==> config.mk <==
export PLATFORM = sky130hd
export DESIGN_NAME = vga_fill_engine
export DESIGN_NICKNAME = d
export VERILOG_FILES = /design/src/rtl/vga_fill_engine.sv
export SDC_FILE = /design/constraint.sdc
export NUM_CORES = 1
export LEC_CHECK = 0
export ABC_AREA = 0
export ABC_CLOCK_PERIOD_IN_PS = 10040
export BUFFER_PORTS_ARGS = -buffer_cell sky130_fd_sc_hd__clkbuf_2
export CORE_MARGIN = 2
export CORE_UTILIZATION = 50
export DETAILED_ROUTE_END_ITERATION = 6
export GPL_TIMING_DRIVEN = 1
export PLACE_DENSITY = 0.68
export SLEW_MARGIN = 10
export SYNTH_ARGS = -nofsm -noshare
export SYNTH_HDL_FRONTEND = slang
export SYNTH_SLANG_ARGS = --single-unit
==> constraint.sdc <==
create_clock -name clk -period 10.04 [get_ports clk]
set_input_delay 0.502 -clock clk [delete_from_list [all_inputs] [get_ports clk]]
set_output_delay 0.502 -clock clk [all_outputs]
set_load 0.01 [all_outputs]
==> src/rtl/vga_fill_engine.sv <==
// vga_fill_engine: fills a clipped rectangle of the RGB444 framebuffer with one
// colour. Software sets the rectangle through a small register file. The engine
// then writes pixel-pair words on an Avalon-MM master, using the same address
// map and packing that the scanout uses.
//
// state | meaning
// IDLE  | waiting for a start write; registers 0-4 writable
// SETUP | latch clipped bounds and first pixel, present first word
// WRITE | one pixel-pair word on the bus, advance on acceptance
// DONE  | single cycle; sets done/irq on the way back to IDLE
module vga_fill_engine #(
  parameter logic [31:0] VGA_START = 32'h0800_0000,
  parameter int unsigned H_RES     = 640,
  parameter int unsigned V_RES     = 480,
  parameter int unsigned STRIDE    = 1280
) (
  input  logic        clk,
  input  logic        reset,
  input  logic [2:0]  avalon_slave_address,
  input  logic        avalon_slave_read,
  input  logic        avalon_slave_write,
  input  logic [31:0] avalon_slave_writedata,
  output logic [31:0] avalon_slave_readdata,
  output logic        avalon_master_write,
  output logic [31:0] avalon_master_address,
  output logic [31:0] avalon_master_writedata,
  output logic [3:0]  avalon_master_byteenable,
  input  logic        avalon_master_waitrequest,
  output logic        irq
);

  localparam logic [11:0] H_RES_12  = 12'(H_RES);
  localparam logic [11:0] V_RES_12  = 12'(V_RES);
  localparam logic [31:0] STRIDE_32 = 32'(STRIDE);

  typedef enum logic [1:0] {
    ST_IDLE  = 2'd0,
    ST_SETUP = 2'd1,
    ST_WRITE = 2'd2,
    ST_DONE  = 2'd3
  } state_t;

  state_t      state_q, state_d;
  logic [9:0]  x0_q, x0_d;
  logic [9:0]  y0_q, y0_d;
  logic [10:0] w_q, w_d;
  logic [10:0] h_q, h_d;
  logic [11:0] color_q, color_d;
  logic [11:0] cur_x_q, cur_x_d;
  logic [11:0] cur_y_q, cur_y_d;
  logic [11:0] x_end_q, x_end_d;
  logic [11:0] y_end_q, y_end_d;
  logic        busy_q, busy_d;
  logic        done_q, done_d;
  logic [31:0] rdata_q, rdata_d;
  logic        mst_write_q, mst_write_d;
  logic [31:0] mst_addr_q, mst_addr_d;
  logic [31:0] mst_data_q, mst_data_d;
  logic [3:0]  mst_be_q, mst_be_d;

  logic [11:0] sum_x, sum_y;
  logic [11:0] clip_x, clip_y;
  logic        degenerate;
  logic [11:0] nxt_x, nxt_y;
  logic        cfg_wr, ctrl_wr, start_req, clear_req, accept;
  logic        unused_wdata_hi;

  // Byte address of the word holding pixel (cx, cy).
  function automatic logic [31:0] word_addr(input logic [11:0] cx, input logic [11:0] cy);
    logic [31:0] row_off;
    logic [31:0] col_off;
    row_off = {20'd0, cy} * STRIDE_32;
    col_off = {21'd0, cx[11:1]} << 2;
    return VGA_START + row_off + col_off;
  endfunction

  // Lanes covered when the fill starts at cx with the row ending before xe.
  function automatic logic [3:0] word_be(input logic [11:0] cx, input logic [11:0] xe);
    if (cx[0]) return 4'b1100;
    else if (cx + 12'd1 < xe) return 4'b1111;
    else return 4'b0011;
  endfunction

  // Pixels consumed by the word presented at cx.
  function automatic logic [11:0] word_step(input logic [11:0] cx, input logic [11:0] xe);
    if (!cx[0] && (cx + 12'd1 < xe)) return 12'd2;
    else return 12'd1;
  endfunction

  assign cfg_wr    = avalon_slave_write && (state_q == ST_IDLE);
  assign ctrl_wr   = avalon_slave_write && (avalon_slave_address == 3'd5);
  assign start_req = ctrl_wr && avalon_slave_writedata[0];
  assign clear_req = ctrl_wr && avalon_slave_writedata[1];
  assign accept    = mst_write_q && !avalon_master_waitrequest;

  // Only the low 12 bits of any register carry state.
  assign unused_wdata_hi = ^avalon_slave_writedata[31:12];

  // Clipped rectangle bounds; 12-bit sums cannot overflow from 10+11 bit inputs.
  always_comb begin
    sum_x      = {2'b00, x0_q} + {1'b0, w_q};
    sum_y      = {2'b00, y0_q} + {1'b0, h_q};
    clip_x     = (sum_x > H_RES_12) ? H_RES_12 : sum_x;
    clip_y     = (sum_y > V_RES_12) ? V_RES_12 : sum_y;
    degenerate = (w_q == 11'd0) || (h_q == 11'd0) ||
                 ({2'b00, x0_q} >= H_RES_12) || ({2'b00, y0_q} >= V_RES_12);
  end

  // Register file, read mux and fill sequencing.
  always_comb begin
    state_d     = state_q;
    x0_d        = x0_q;
    y0_d        = y0_q;
    w_d         = w_q;
    h_d         = h_q;
    color_d     = color_q;
    cur_x_d     = cur_x_q;
    cur_y_d     = cur_y_q;
    x_end_d     = x_end_q;
    y_end_d     = y_end_q;
    done_d      = done_q;
    rdata_d     = 32'd0;
    mst_write_d = mst_write_q;
    mst_addr_d  = mst_addr_q;
    mst_data_d  = mst_data_q;
    mst_be_d    = mst_be_q;
    nxt_x       = cur_x_q;
    nxt_y       = cur_y_q;

    if (cfg_wr) begin
      case (avalon_slave_address)
        3'd0:    x0_d    = avalon_slave_writedata[9:0];
        3'd1:    y0_d    = avalon_slave_writedata[9:0];
        3'd2:    w_d     = avalon_slave_writedata[10:0];
        3'd3:    h_d     = avalon_slave_writedata[10:0];
        3'd4:    color_d = avalon_slave_writedata[11:0];
        default: ;
      endcase
    end

    if (clear_req) done_d = 1'b0;

    if (avalon_slave_read) begin
      case (avalon_slave_address)
        3'd0:    rdata_d = {22'd0, x0_q};
        3'd1:    rdata_d = {22'd0, y0_q};
        3'd2:    rdata_d = {21'd0, w_q};
        3'd3:    rdata_d = {21'd0, h_q};
        3'd4:    rdata_d = {20'd0, color_q};
        3'd5:    rdata_d = {30'd0, done_q, busy_q};
        default: rdata_d = 32'd0;
      endcase
    end

    case (state_q)
      ST_IDLE: begin
        if (start_req) begin
          state_d = ST_SETUP;
          done_d  = 1'b0;
        end
      end
      ST_SETUP: begin
        cur_x_d = {2'b00, x0_q};
        cur_y_d = {2'b00, y0_q};
        x_end_d = clip_x;
        y_end_d = clip_y;
        if (degenerate) begin
          state_d = ST_DONE;
        end else begin
          state_d     = ST_WRITE;
          mst_write_d = 1'b1;
          mst_addr_d  = word_addr({2'b00, x0_q}, {2'b00, y0_q});
          mst_be_d    = word_be({2'b00, x0_q}, clip_x);
          mst_data_d  = {4'h0, color_q, 4'h0, color_q};
        end
      end
      ST_WRITE: begin
        if (accept) begin
          nxt_x = cur_x_q + word_step(cur_x_q, x_end_q);
          nxt_y = cur_y_q;
          if (nxt_x >= x_end_q) begin
            nxt_x = {2'b00, x0_q};
            nxt_y = cur_y_q + 12'd1;
          end
          cur_x_d = nxt_x;
          cur_y_d = nxt_y;
          if (nxt_y >= y_end_q) begin
            state_d     = ST_DONE;
            mst_write_d = 1'b0;
            mst_addr_d  = 32'd0;
            mst_data_d  = 32'd0;
            mst_be_d    = 4'd0;
          end else begin
            mst_addr_d = word_addr(nxt_x, nxt_y);
            mst_be_d   = word_be(nxt_x, x_end_q);
          end
        end
      end
      ST_DONE: begin
        state_d = ST_IDLE;
        done_d  = 1'b1;
      end
      default: state_d = ST_IDLE;
    endcase

    busy_d = (state_d != ST_IDLE);
  end

  // All state registers; reset drops the master write immediately.
  always_ff @(posedge clk or posedge reset) begin
    if (reset) begin
      state_q     <= ST_IDLE;
      x0_q        <= '0;
      y0_q        <= '0;
      w_q         <= '0;
      h_q         <= '0;
      color_q     <= '0;
      cur_x_q     <= '0;
      cur_y_q     <= '0;
      x_end_q     <= '0;
      y_end_q     <= '0;
      busy_q      <= 1'b0;
      done_q      <= 1'b0;
      rdata_q     <= '0;
      mst_write_q <= 1'b0;
      mst_addr_q  <= '0;
      mst_data_q  <= '0;
      mst_be_q    <= '0;
    end else begin
      state_q     <= state_d;
      x0_q        <= x0_d;
      y0_q        <= y0_d;
      w_q         <= w_d;
      h_q         <= h_d;
      color_q     <= color_d;
      cur_x_q     <= cur_x_d;
      cur_y_q     <= cur_y_d;
      x_end_q     <= x_end_d;
      y_end_q     <= y_end_d;
      busy_q      <= busy_d;
      done_q      <= done_d;
      rdata_q     <= rdata_d;
      mst_write_q <= mst_write_d;
      mst_addr_q  <= mst_addr_d;
      mst_data_q  <= mst_data_d;
      mst_be_q    <= mst_be_d;
    end
  end

  assign avalon_slave_readdata    = rdata_q;
  assign avalon_master_write      = mst_write_q;
  assign avalon_master_address    = mst_addr_q;
  assign avalon_master_writedata  = mst_data_q;
  assign avalon_master_byteenable = mst_be_q;
  assign irq                      = done_q;

endmodule

# Word-level counts from Yosys, hierarchy flattened
# Cells that the tools add are included.
# Widths: inputs -> output; s select.
[word_totals]
register_bits = 207
wordCells = 120
inputBits = 40
output_inout_bits = 102
[classes]
add_sub_neg = 11
n_reduce_logical = 25
muxes = 45
n_mul = 2
magnitude_cmp = 9
n_eq_ne = 11
[op_table]
columns = ["operator", "n"]
rows = [
  ["$mux 32", 5],
  ["$mux 12", 13],
  ["$pmux 32 s2", 2],
  ["$pmux 12 s6", 1],
  ["$pmux 12 s2", 2],
  ["$add 12x1->12 const B", 3],
  ["$add 29x11->30", 1],
  ["$add 29x13->30", 1],
  ["$mux 30", 1],
  ["$add 28x21->29 const A", 1],
  ["$add 28x23->29 const A", 1],
  ["$mux 4", 7],
  ["$add 10x11->12", 2],
  ["$ge 12x12->1", 2],
  ["$lt 12x12->1", 2],
  ["$logic_not 11->1", 2],
  ["$mul 12x3->15 const B", 1],
  ["$mul 10x3->13 const B", 1],
  ["$add 12x12->12", 1],
  ["$gt 12x10->1 const B", 1],
  ["$gt 12x9->1 const B", 1],
  ["$lt 11x12->1", 1],
  ["$reduce_and 2->1", 6],
  ["$add 10x1->11 const B", 1],
  ["21 further kinds", 44],
]

# Longest topological paths before layout
# Gate-level depths: netlist of run 1.
[depth]
ltp_word = 18
ltp_mapped = 37
depth_no_buf = 34

# Worst setup path after synthesis of run 1
# OpenSTA, ideal clock, no wires.
[synth_timing]
kind = "register to register"
from = "register cur_x_q[2]"
to = "register mst_addr_q[20] (netlist: avalon_master_address[20])"
setup_slack_ns = 2.837
synth_period_minus_slack_ns = 7.203
t_arrival_ns = 7.077
setup_time_ns = 0.126
path_buffers = 3
path_stages_with_launch = 38
required_ns = 9.914
path_cell_list = "dfrtp_1 buf_2 and4_1 nand4_1 xnor2_1 ha_1 nand4_1 a211oi_1 nor2_1 o21ai_0 nor2_1 ha_1 a21oi_1 nor2_1 and3_1 xnor2_1 inv_1 ha_1 [2 not listed] a21oi_1 o21ai_0 clkbuf_1 clkbuf_1 nand2_1 nand2_1 ha_1 ha_1 fa_1 ha_1 o21ai_0 nor2_1 o21bai_1 nor3b_2 nand3_1 nor3_1 xnor2_1 a221o_1"
[synth_between]
elab_chain_len = 17
word_cells_on_any_way = 21
cone_classes = "add/sub: 4; mul: 1; order compare: 3; mux: 12; reduce/logical: 1"
[synth_rtl]
columns = ["element", "line_no", "source"]
rows = [
  ["from (decl)", "49", "logic [11:0] cur_x_q, cur_x_d;"],
  ["from (signal assigned)", "236", "cur_x_q <= cur_x_d;"],
  ["$add 12x1->12", "86", "if (!cx[0] && (cx + 12'd1 < xe)) return 12'd2;"],
  ["$lt 12x12->1", "86", ""],
  ["$logic_and 1x1->1", "86", ""],
  ["$mux 2", "86", ""],
  ["$mux 12", "178", "if (accept) begin"],
  ["$mux 12", "155", "case (state_q)"],
  ["$add 12x12->12 (*)", "179", "nxt_x = cur_x_q + word_step(cur_x_q, x_end_q);"],
  ["$ge 12x12->1", "181", "if (nxt_x >= x_end_q) begin"],
  ["$mux 12", "181", ""],
  ["$mux 12", "178", ""],
  ["$mux 12", "155", ""],
  ["$mul 12x3->15", "72", "row_off = {20'd0, cy} * STRIDE_32;"],
  ["$add 28x23->29", "74", "return VGA_START + row_off + col_off;"],
  ["$add 29x13->30", "74", ""],
  ["$mux 30 (*)", "187", "if (nxt_y >= y_end_q) begin"],
  ["$mux 32 (*)", "178", ""],
  ["$pmux 32 s2 (*)", "155", ""],
  ["to (signal assigned)", "244", "mst_addr_q <= mst_addr_d;"],
  ["to (decl)", "57", "logic [31:0] mst_addr_q, mst_addr_d;"],
]
# Every way passes the cells marked *; elsewhere a longest branch is shown, timed or not. The select of a mux whose other input is x is not followed.
# A chain may end at the register's enable or synchronous reset.

# Worst setup path in the final report of run 1
[layout_timing]
from = "register cur_x_q[2]"
to = "register mst_addr_q[21] (netlist: avalon_master_address[21])"
# Same word-level chain as after synthesis.

==> results of run 1 <==
==> power breakdown <==
part,internal [mW],switching [mW]
registers,0.856,0.342
logic,1.39,1.82
clock network,0.334,0.313
==> layer usage <==
layer	track usage	vias up	routed length [um]
met3	0.0449	41	1840
met1	0.360	4647	14200
li1	-	4628	-
met2	0.406	307	14200
met4	0.0691	0	610
met5	0	-	0
==> stage by stage <==
stage | utilization | area [um^2]
2_1_floorplan | - | 12000
3_3_place_gp | 0.529 | 12400
3_5_place_dp | 0.529 | 12400
4_1_cts | 0.555 | 13000
5_1_grt | 0.555 | 13000
6_report | 0.555 | 13000
==> cell families (layout without fill, tap and decap cells) <==
group           after synthesis  count (layout)  synth area share
compound gates              306             306             0.175
xor+xnor                     91              91            0.0669
flops                       156             156             0.328
other cells                   2              38          0.000630
buf+inv                     157             186            0.0668
simple gates                344             344             0.140
fa+ha+maj                   137             137             0.148
mux                          82              82            0.0755
==> flip-flops by register name, indices dropped and copies added, names as in the netlist, 10 cells and up <==
register and cells:
w_q 11, x_end_q 12, cur_x_q 12, avalon_master_address 23, y_end_q 12, avalon_slave_readdata 12
avalon_master_writedata 12, color_q 12, x0_q 10, y0_q 10, h_q 11, cur_y_q 12
==> final cells by class <==
| type | instances | area, um^2 | share of cell area |
|---|---|---|---|
| multi-input cells | 998 | 7350 | 0.566 |
| flip-flops and latches | 156 | 3900 | 0.301 |
| repair buffers | 95 | 503 | 0.0387 |
| clock buffers | 17 | 425 | 0.0328 |
| well taps | 319 | 399 | 0.0307 |
| inverters | 59 | 226 | 0.0174 |
| clock inverters | 15 | 174 | 0.0134 |
==> how the worst max path moves through the flow <==
stage,depth (start not counted),slack [ns],endpoint
after floorplan,37,2.84,avalon_master_address[20]
after global placement,33,1.78,avalon_master_address[21]
after detailed placement,33,1.74,avalon_master_address[21]
after CTS,33,1.65,avalon_master_address[21]
after global routing,34,0.96,avalon_master_address[20]
final,33,1.64,avalon_master_address[21]
==> worst max-delay path: cells and delay by family (launching register included) <==
family	cells	cell delay (ns)
compound gates	12	2.93
xor+xnor	4	1.18
fa+ha+maj	6	1.89
buf+inv	1	0.09
flops	1	0.52
simple gates	10	1.64
==> placed cells by master (no fill, tap or decap), drive strengths merged, types with 35 or more instances in the layout <==
cell      n
ha      131
a21oi    61
o21ai    68
inv      63
dfrtp   156
nor2     84
clkbuf  101
nand2    95
nand3    35
mux2     60
xnor2    59
conb     38
==> impl_metrics.prom, run 1 <==
# TYPE chip_impl_metric gauge
chip_impl_metric{name="setup_fix_buffers_added_after_clock_tree_synthesis",unit=""} 0
chip_impl_metric{name="via_count",unit=""} 9623
chip_impl_info{name="timing.rr.end",value="avalon_master_address[21]"} 1
chip_impl_metric{name="worst_slew_margin_rel",unit=""} 0.273
chip_impl_metric{name="antenna_found_initial",unit=""} 0
chip_impl_info{name="critical_path.startpoint_type",value="flip-flop"} 1
chip_impl_info{name="synthTopCellsByArea",value="dfrtp_1, ha_1, mux2_2, xnor2_1, buf_4"} 1
chip_impl_metric{name="drc",unit=""} 0
chip_impl_metric{name="die_height",unit="um"} 158
chip_impl_info{name="min_path_type",value="in -> async"} 1
chip_impl_info{name="run_status",value="finished, final reports clean"} 1
chip_impl_metric{name="cts-buffers-inserted",unit=""} 17
chip_impl_metric{name="pwr_density_cell",unit="mW/mm^2"} 390
chip_impl_metric{name="netlist.area_leader.share",unit=""} 0.328
chip_impl_metric{name="layout-drive-gt1-share",unit=""} 0.156
chip_impl_metric{name="final_max_slew_viol_count",unit=""} 0
chip_impl_metric{name="max_slew.worst_pin.slew",unit="ns"} 1.09
chip_impl_metric{name="drt_iter0_drc",unit=""} 681
chip_impl_metric{name="min_setup_slack_post_route",unit="ns"} 1.64
chip_impl_metric{name="ys_ff_latch",unit=""} 156
chip_impl_metric{name="ir_drop",unit="uV"} 153
chip_impl_metric{name="number_of_i_o_pins",unit=""} 142
chip_impl_info{name="critical_path_class",value="reg -> reg"} 1
chip_impl_info{name="reg2reg_from",value="cur_x_q[2]"} 1
chip_impl_metric{name="finalHoldWorstSlack",unit="ns"} 0.200
chip_impl_info{name="startpoint",value="cur_x_q[2]"} 1
chip_impl_metric{name="detail-route-antenna-nets",unit=""} 0
chip_impl_metric{name="number_of_gates_given_a_new_drive_strength_after_cts",unit=""} 0
chip_impl_metric{name="mappedNetlistArea",unit="mm^2"} 0.0119
chip_impl_metric{name="post_route_setup_tns",unit="ns"} 0
chip_impl_metric{name="final_hold_viol_count",unit=""} 0
chip_impl_metric{name="first_global_vias",unit=""} 9138
chip_impl_metric{name="routed_wire_length_per_instance",unit="um"} 18.6
chip_impl_metric{name="yosysWarnings",unit=""} 0
chip_impl_metric{name="final_cells",unit=""} 1659
chip_impl_metric{name="fillers",unit=""} 2146
chip_impl_metric{name="globalplace.congestion",unit=""} 0.892
chip_impl_metric{name="placementRows",unit=""} 56
chip_impl_metric{name="dpl_worst_slack",unit="ns"} 1.74
chip_impl_info{name="setup.worst_path.end_class",value="flip-flop"} 1
chip_impl_metric{name="synth.lib_cells_used.distinct",unit=""} 73
chip_impl_metric{name="cp_data_arrival_time",unit="ns"} 8.70
chip_impl_info{name="crit_top_cell",value="ha_1"} 1
chip_impl_metric{name="clock.fmax",unit="MHz"} 119
chip_impl_metric{name="clock_sink_count",unit=""} 156
chip_impl_metric{name="grt_overflow_total",unit=""} 0
chip_impl_info{name="most_used_standard_cell_by_instance_count_after_synthesis",value="dfrtp_1"} 1
chip_impl_metric{name="path_max_fanout",unit=""} 9
chip_impl_metric{name="grt_start_max_net_pins",unit=""} 86
chip_impl_metric{name="port-buffer-count",unit=""} 84
chip_impl_metric{name="initial_core_util",unit=""} 0.509
chip_impl_metric{name="reg2reg_setup_slack",unit="ns"} 1.64
chip_impl_metric{name="syn-instance-count",unit=""} 1275
chip_impl_metric{name="detailedRoute.firstPassIterationCount",unit=""} 5
chip_impl_metric{name="p_leak",unit="nW"} 6.16
chip_impl_info{name="synth_top_cells_by_count",value="dfrtp_1, ha_1, nand2_1, nor2_1, o21ai_0"} 1
chip_impl_metric{name="h-tree-depth",unit=""} 4
chip_impl_metric{name="clkLatencyLatePin",unit="ns"} 0.44
chip_impl_metric{name="cts_max_path_buffers",unit=""} 2
chip_impl_info{name="yosysTopAreaCell",value="dfrtp_1"} 1
chip_impl_info{name="critical_path.slowest_cell",value="o21ai_1"} 1
chip_impl_metric{name="cts_hold_buf",unit=""} 0
chip_impl_metric{name="number_of_max_cap_violations",unit=""} 0
chip_impl_metric{name="worst-endpoint-required",unit="ns"} 10.34
chip_impl_metric{name="diodes",unit=""} 0
chip_impl_metric{name="drt-total-wl",unit="mm"} 30.8
chip_impl_metric{name="nNetsFinal",unit=""} 1504
chip_impl_info{name="synthFlopType",value="dfrtp_1"} 1
chip_impl_metric{name="syn_avg_cell_area",unit="um^2"} 9.34
chip_impl_metric{name="design_power_total",unit="mW"} 5.06
chip_impl_metric{name="fin_crit",unit="ns"} 8.40
chip_impl_info{name="tritoncts",value="built"} 1
chip_impl_info{name="grt_setup_unrepaired",value="no"} 1
chip_impl_metric{name="seq_area_frac_synth",unit=""} 0.328
chip_impl_metric{name="synth_enable_flop_cells",unit=""} 0
chip_impl_metric{name="area_growth_syn_to_layout",unit="%"} 8.96
chip_impl_metric{name="fp.coreArea",unit="mm^2"} 0.0234
chip_impl_metric{name="groute.usage.overall",unit=""} 0.255
chip_impl_metric{name="finalClockSkew",unit="ns"} 0.0202
chip_impl_info{name="cts_root_buf",value="clkbuf_16"} 1
chip_impl_metric{name="final.period_utilization",unit=""} 0.837
chip_impl_metric{name="asyncSetResetFlopFracSynth",unit=""} 1.00
chip_impl_metric{name="place.detailed.instances",unit=""} 1627
chip_impl_metric{name="design.die.area",unit="mm^2"} 0.0251
chip_impl_metric{name="vias_per_cell",unit=""} 5.80
chip_impl_metric{name="setup_violations",unit=""} 0
chip_impl_metric{name="detailedPlacementHpwl",unit="mm"} 23.1
chip_impl_metric{name="largest_stage_delay_worst_path",unit="ns"} 0.57
chip_impl_metric{name="r2r.worst_path.cells",unit=""} 33
chip_impl_metric{name="clkTransAtPathRegs",unit="ns"} 0.07
chip_impl_metric{name="die_w",unit="um"} 158
chip_impl_metric{name="grt_pass1_wl",unit="mm"} 49.5
(Power assumes the default switching activity.)
==> run 2, diff against run 1 <==
--- a/config.mk
+++ b/config.mk
@@ -6,7 +6,7 @@
 export NUM_CORES = 1
 export LEC_CHECK = 0
 export ABC_AREA = 0
-export ABC_CLOCK_PERIOD_IN_PS = 10040
+export ABC_CLOCK_PERIOD_IN_PS = 8100
 export BUFFER_PORTS_ARGS = -buffer_cell sky130_fd_sc_hd__clkbuf_2
 export CORE_MARGIN = 2
 export CORE_UTILIZATION = 50
==> constraint.sdc (replaced) <==
create_clock -name clk -period 8.1 [get_ports clk]
set_input_delay 0.405 -clock clk [delete_from_list [all_inputs] [get_ports clk]]
set_output_delay 0.405 -clock clk [all_outputs]
set_load 0.01 [all_outputs]
==> impl_metrics.prom, run 2 (synthesized netlist as in run 1, its figures left out) <==
# TYPE chip_impl_metric gauge
chip_impl_metric{name="finalHoldWorstSlack",unit="ns"} 0.0895
chip_impl_metric{name="layout-drive-gt1-share",unit=""} 0.176
chip_impl_metric{name="design_power_total",unit="mW"} 6.42
chip_impl_info{name="most-common-layout-cells",value="dfrtp_1, ha_1, nand2_1, nor2_1, clkbuf_2"} 1
chip_impl_metric{name="clock_sink_count",unit=""} 156
chip_impl_metric{name="grt_start_max_net_pins",unit=""} 81
chip_impl_metric{name="cp_data_arrival_time",unit="ns"} 8.03
chip_impl_metric{name="final_hold_viol_count",unit=""} 0
chip_impl_info{name="run_status",value="finished, final reports clean"} 1
chip_impl_metric{name="nNetsFinal",unit=""} 1526
chip_impl_info{name="setup.worst_path.end_class",value="flip-flop"} 1
chip_impl_metric{name="placementRows",unit=""} 56
chip_impl_metric{name="setup_violations",unit=""} 0
chip_impl_info{name="min_path_type",value="in -> async"} 1
chip_impl_metric{name="fin_crit",unit="ns"} 7.68
chip_impl_metric{name="area_growth_syn_to_layout",unit="%"} 10.8
chip_impl_metric{name="fp.coreArea",unit="mm^2"} 0.0234
chip_impl_metric{name="drc",unit=""} 0
chip_impl_metric{name="grt_overflow_total",unit=""} 0
chip_impl_metric{name="die_height",unit="um"} 158
chip_impl_metric{name="final_max_slew_viol_count",unit=""} 0
chip_impl_metric{name="max_slew.worst_pin.slew",unit="ns"} 1.13
chip_impl_metric{name="fillers",unit=""} 2098
chip_impl_metric{name="cts_max_path_buffers",unit=""} 2
chip_impl_metric{name="clkLatencyLatePin",unit="ns"} 0.44
chip_impl_metric{name="die_w",unit="um"} 158
chip_impl_info{name="mostFrequentLayoutCell",value="dfrtp_1"} 1
chip_impl_metric{name="largest_reg_flops",unit=""} 23
chip_impl_metric{name="number_of_max_cap_violations",unit=""} 0
chip_impl_metric{name="detail-route-antenna-nets",unit=""} 0
chip_impl_metric{name="pwr_density_cell",unit="mW/mm^2"} 487
chip_impl_metric{name="detailedPlacementHpwl",unit="mm"} 23.4
chip_impl_metric{name="finalClockSkew",unit="ns"} 0.0160
chip_impl_metric{name="vias_per_cell",unit=""} 5.75
chip_impl_info{name="critical_path.slowest_cell",value="a2111o_1"} 1
chip_impl_metric{name="antenna_found_initial",unit=""} 0
chip_impl_info{name="critical_path.startpoint_type",value="flip-flop"} 1
chip_impl_metric{name="cts-buffers-inserted",unit=""} 17
chip_impl_metric{name="grt_pass1_wl",unit="mm"} 49.9
chip_impl_metric{name="via_count",unit=""} 9670
chip_impl_metric{name="diodes",unit=""} 0
chip_impl_metric{name="largest_stage_delay_worst_path",unit="ns"} 0.47
chip_impl_metric{name="final.period_utilization",unit=""} 0.949
chip_impl_metric{name="h-tree-depth",unit=""} 4
chip_impl_metric{name="clkTransAtPathRegs",unit="ns"} 0.08
chip_impl_metric{name="path_max_fanout",unit=""} 5
chip_impl_metric{name="initial_core_util",unit=""} 0.509
chip_impl_metric{name="clock.fmax",unit="MHz"} 130
chip_impl_metric{name="design.die.area",unit="mm^2"} 0.0251
chip_impl_metric{name="drt-total-wl",unit="mm"} 31.4
chip_impl_info{name="cts_root_buf",value="clkbuf_16"} 1
chip_impl_info{name="critical_path_class",value="reg -> reg"} 1
chip_impl_metric{name="r2r.worst_path.cells",unit=""} 33
chip_impl_metric{name="number_of_i_o_pins",unit=""} 142
chip_impl_info{name="tritoncts",value="built"} 1
chip_impl_metric{name="first_global_vias",unit=""} 9254
chip_impl_metric{name="groute.usage.overall",unit=""} 0.258
chip_impl_metric{name="p_leak",unit="nW"} 6.30
chip_impl_metric{name="detailedRoute.firstPassIterationCount",unit=""} 5
chip_impl_info{name="crit_top_cell",value="ha_1"} 1
chip_impl_metric{name="routed_wire_length_per_instance",unit="um"} 18.7
chip_impl_metric{name="worst_slew_margin_rel",unit=""} 0.243
chip_impl_metric{name="ir_drop",unit="uV"} 191
chip_impl_metric{name="globalplace.congestion",unit=""} 0.907
chip_impl_metric{name="port-buffer-count",unit=""} 84
chip_impl_metric{name="worst-endpoint-required",unit="ns"} 8.45
chip_impl_metric{name="drt_iter0_drc",unit=""} 712
chip_impl_metric{name="cts_hold_buf",unit=""} 0
-- run 2: metrics by stage --
step                      std cells   util  setup slack (ns)  cell area, um^2  TNS (ns)
after detailed placement       1648  0.536             0.335            12500         0
after global placement         1648  0.536             0.459            12500         0
after CTS                      1680  0.561             0.274            13100         0
final                          1681  0.564             0.417            13200         0
after global routing           1681  0.564           -0.0276            13200   -0.0276
after floorplan                1311      -             0.897            12000         0
-- run 2: metal layers --
layer,up-vias,GRT usage,wire (um)
met5,-,0,0
met4,0,0.0751,775
met3,53,0.0452,2040
met2,323,0.409,14200
met1,4624,0.362,14500
li1,4670,-,-
-- run 2: what timing repair did --
item | in CTS | in global routing
gates resized for setup | 0 | 10
buffers inserted | 0 | 1
endpoints found under the setup margin | 0 | 5
-- run 2: layout make-up --
class	count	area, um^2	share of cell area
Multi-Input combinational cell	998	7400	0.561
Inverter	59	226	0.0172
Timing Repair Buffer	117	668	0.0506
Sequential cell	156	3910	0.296
Clock buffer	17	425	0.0322
Clock inverter	15	174	0.0132
Tap cell	319	399	0.0302
-- run 2: power by group --
part / switching (mW) / internal (mW) / leakage (nW)
sequential: 0.421 / 1.06 / 1.99
combinational: 2.32 / 1.82 / 4.02
clock: 0.391 / 0.414 / 0.284
total: 3.13 / 3.29 / 6.30
-- run 2: path summary, 6_finish.rpt --
path	from	endpoint	slack (ns)
worst max-delay path	cur_x_q[5]	avalon_master_address[21]	0.42
worst min-delay path	reset	x_end_q[1]	0.09
worst max register to register	cur_x_q[5]	avalon_master_address[21]	0.42
worst min register to register	avalon_master_address[27]	avalon_master_address[27]	0.48
max in group asynchronous	reset	avalon_master_address[8]	6.48
min in group clk	avalon_slave_writedata[11]	color_q[11]	0.20
-- run 2: worst max-delay path: cells and delay by family, from the launching register on --
family                   cells  cell delay, ns
AND/OR/NAND/NOR             11            1.71
flip-flops                   1            0.44
adder cells (fa/ha/maj)      5            1.62
XOR/XNOR                     4            1.01
buffers and inverters        2            0.26
AO/OA/AOI/OAI               11            2.55
==> run 3, diff against run 2 <==
--- a/config.mk
+++ b/config.mk
@@ -9,10 +9,10 @@
 export ABC_CLOCK_PERIOD_IN_PS = 8100
 export BUFFER_PORTS_ARGS = -buffer_cell sky130_fd_sc_hd__clkbuf_2
 export CORE_MARGIN = 2
-export CORE_UTILIZATION = 50
+export CORE_UTILIZATION = 60
 export DETAILED_ROUTE_END_ITERATION = 6
 export GPL_TIMING_DRIVEN = 1
-export PLACE_DENSITY = 0.68
+export PLACE_DENSITY = 0.8
 export SLEW_MARGIN = 10
 export SYNTH_ARGS = -nofsm -noshare
 export SYNTH_HDL_FRONTEND = slang
==> impl_metrics.prom, run 3 (synthesized netlist as in run 1, its figures left out) <==
# TYPE chip_impl_metric gauge
chip_impl_metric{name="r2r.worst_path.cells",unit=""} 34
chip_impl_metric{name="final_cells",unit=""} 1623
chip_impl_info{name="crit_top_cell",value="ha_1"} 1
chip_impl_metric{name="clkTransAtPathRegs",unit="ns"} 0.08
chip_impl_metric{name="drt_iter0_drc",unit=""} 848
chip_impl_metric{name="finish.instance_area",unit="mm^2"} 0.0131
chip_impl_metric{name="clkLatencyLatePin",unit="ns"} 0.45
chip_impl_metric{name="p_leak",unit="nW"} 6.30
chip_impl_metric{name="final_hold_viol_count",unit=""} 0
chip_impl_metric{name="clock.fmax",unit="MHz"} 129
chip_impl_info{name="critical_path_class",value="reg -> reg"} 1
chip_impl_metric{name="finalHoldWorstSlack",unit="ns"} 0.143
chip_impl_metric{name="layout-drive-gt1-share",unit=""} 0.172
chip_impl_info{name="most-common-layout-cells",value="dfrtp_1, ha_1, nand2_1, nor2_1, clkbuf_2"} 1
chip_impl_metric{name="number_of_i_o_pins",unit=""} 142
chip_impl_metric{name="worst-endpoint-required",unit="ns"} 8.46
chip_impl_info{name="mostFrequentLayoutCell",value="dfrtp_1"} 1
chip_impl_metric{name="power_report.internal_total",unit="mW"} 3.30
chip_impl_info{name="critical_path.startpoint_type",value="flip-flop"} 1
chip_impl_metric{name="port-buffer-count",unit=""} 84
chip_impl_metric{name="detailedRoute.firstPassIterationCount",unit=""} 7
chip_impl_metric{name="fp.coreArea",unit="mm^2"} 0.0195
chip_impl_metric{name="cts_hold_buf",unit=""} 0
chip_impl_metric{name="largest_stage_delay_worst_path",unit="ns"} 0.47
chip_impl_info{name="critical_path.slowest_cell",value="dfrtp_1"} 1
chip_impl_metric{name="drc",unit=""} 0
chip_impl_metric{name="placementRows",unit=""} 51
chip_impl_metric{name="antenna_found_initial",unit=""} 0
chip_impl_metric{name="finalClockSkew",unit="ns"} 0.0202
chip_impl_metric{name="final.period_utilization",unit=""} 0.954
chip_impl_info{name="min_path_type",value="in -> async"} 1
chip_impl_metric{name="first_global_vias",unit=""} 9559
chip_impl_metric{name="clock_sink_count",unit=""} 156
chip_impl_metric{name="path_max_fanout",unit=""} 9
chip_impl_metric{name="final_max_slew_viol_count",unit=""} 0
chip_impl_metric{name="drt-total-wl",unit="mm"} 31.3
chip_impl_metric{name="seq_power_share",unit=""} 0.228
chip_impl_metric{name="grt_pass1_wl",unit="mm"} 49.9
chip_impl_metric{name="grt_overflow_total",unit=""} 0
chip_impl_metric{name="area_growth_syn_to_layout",unit="%"} 10.2
chip_impl_info{name="tritoncts",value="built"} 1
chip_impl_metric{name="place.detailed.instances",unit=""} 1591
chip_impl_metric{name="crit_path_buffers_inverters",unit=""} 1
chip_impl_info{name="critical_path.top_delay_family",value="compound AO/OA/AOI/OAI gates"} 1
chip_impl_metric{name="detailedPlacementHpwl",unit="mm"} 22.7
chip_impl_metric{name="detail-route-antenna-nets",unit=""} 0
chip_impl_info{name="cts_root_buf",value="clkbuf_16"} 1
chip_impl_metric{name="pwr_density_cell",unit="mW/mm^2"} 495
chip_impl_metric{name="ir_drop",unit="uV"} 239
chip_impl_metric{name="fin_crit",unit="ns"} 7.72
chip_impl_info{name="run_status",value="finished, final reports clean"} 1
chip_impl_metric{name="cts_max_path_buffers",unit=""} 2
chip_impl_metric{name="cp_data_arrival_time",unit="ns"} 8.08
chip_impl_metric{name="largest_reg_flops",unit=""} 23
chip_impl_metric{name="reg2reg_setup_slack",unit="ns"} 0.38
chip_impl_metric{name="p_comb_frac",unit=""} 0.641
chip_impl_metric{name="number_of_max_cap_violations",unit=""} 0
chip_impl_metric{name="grt_start_max_net_pins",unit=""} 102
chip_impl_metric{name="initial_core_util",unit=""} 0.612
chip_impl_metric{name="via_count",unit=""} 10100
chip_impl_metric{name="cts-buffers-inserted",unit=""} 17
chip_impl_metric{name="groute.usage.overall",unit=""} 0.296
chip_impl_metric{name="vias_per_cell",unit=""} 6.19
chip_impl_metric{name="path_depth",unit=""} 34
chip_impl_metric{name="p_sw",unit="mW"} 3.19
chip_impl_metric{name="routed_wire_length_per_instance",unit="um"} 19.3
chip_impl_metric{name="diodes",unit=""} 0
chip_impl_metric{name="setup_violations",unit=""} 0
chip_impl_metric{name="globalplace.congestion",unit=""} 0.933
chip_impl_metric{name="worst_slew_margin_rel",unit=""} 0.308
chip_impl_metric{name="net_switching_share_of_the_total_power",unit=""} 0.492
chip_impl_metric{name="die_w",unit="um"} 145
chip_impl_metric{name="dpl_cell_area",unit="mm^2"} 0.0124
chip_impl_metric{name="die_height",unit="um"} 145
chip_impl_metric{name="nNetsFinal",unit=""} 1522
chip_impl_info{name="setup.worst_path.end_class",value="flip-flop"} 1
chip_impl_metric{name="h-tree-depth",unit=""} 4
chip_impl_metric{name="power_frac_clock",unit=""} 0.131
chip_impl_metric{name="max_slew.worst_pin.slew",unit="ns"} 1.03
chip_impl_metric{name="design.die.area",unit="mm^2"} 0.0210
## run 3: cell type report
cell class	instances	area [um^2]
multi-input combinational	998	7400
fill	1513	6330
sequential	156	3900
timing repair buffer	113	638
clock buffer	17	425
tap	265	332
inverter	59	226
clock inverter	15	206
## run 3: stage by stage
step                 util  power, mW  setup WS (ns)  setup TNS (ns)
floorplan               -       4.49          0.897               0
global placement    0.640       5.38          0.403               0
detailed placement  0.640       5.51          0.244               0
CTS                 0.672       6.40          0.146               0
global route        0.675       7.03        -0.0443         -0.0858
finish              0.675       6.49          0.376               0
## run 3: timing repair
action	CTS	global route
setup endpoints to repair	0	8
setup buffers	0	0
gates resized for setup	0	8
## run 3: path summary, 6_finish.rpt
kind,from,to
worst max-delay path,cur_x_q[5],avalon_master_address[21]
worst min-delay path,reset,x_end_q[3]
worst max register to register,cur_x_q[5],avalon_master_address[21]
worst min register to register,avalon_master_address[27],avalon_master_address[27]
max in group asynchronous,reset,cur_y_q[8]
min in group clk,avalon_slave_writedata[11],color_q[11]
## run 3: power by group through the flow
stage / Sequential, mW / Clock (mW) / Combinational [mW]
global route: 1.51 / 0.887 / 4.63
detailed placement: 1.47 / 0 / 4.04
CTS: 1.46 / 0.851 / 4.09
floorplan: 1.31 / 0 / 3.18
finish: 1.48 / 0.851 / 4.16
global placement: 1.46 / 0 / 3.92
## run 3: worst register-to-register path, delay by kind of cell, from the launching register on
kind	cells	cell delay [ns]
xor gates and xnor gates	4	0.80
and+or+nand+nor	11	1.89
adders and majority gates	5	1.59
buffers and inverters	1	0.16
AOI/OAI and AO/OA	13	2.75
DFF	1	0.47
## run 3: layer usage
metal,part of all wire,GRT usage
met1,0.43,0.401
met2,0.46,0.472
met3,0.070,0.0531
met4,0.036,0.119
met5,0,0
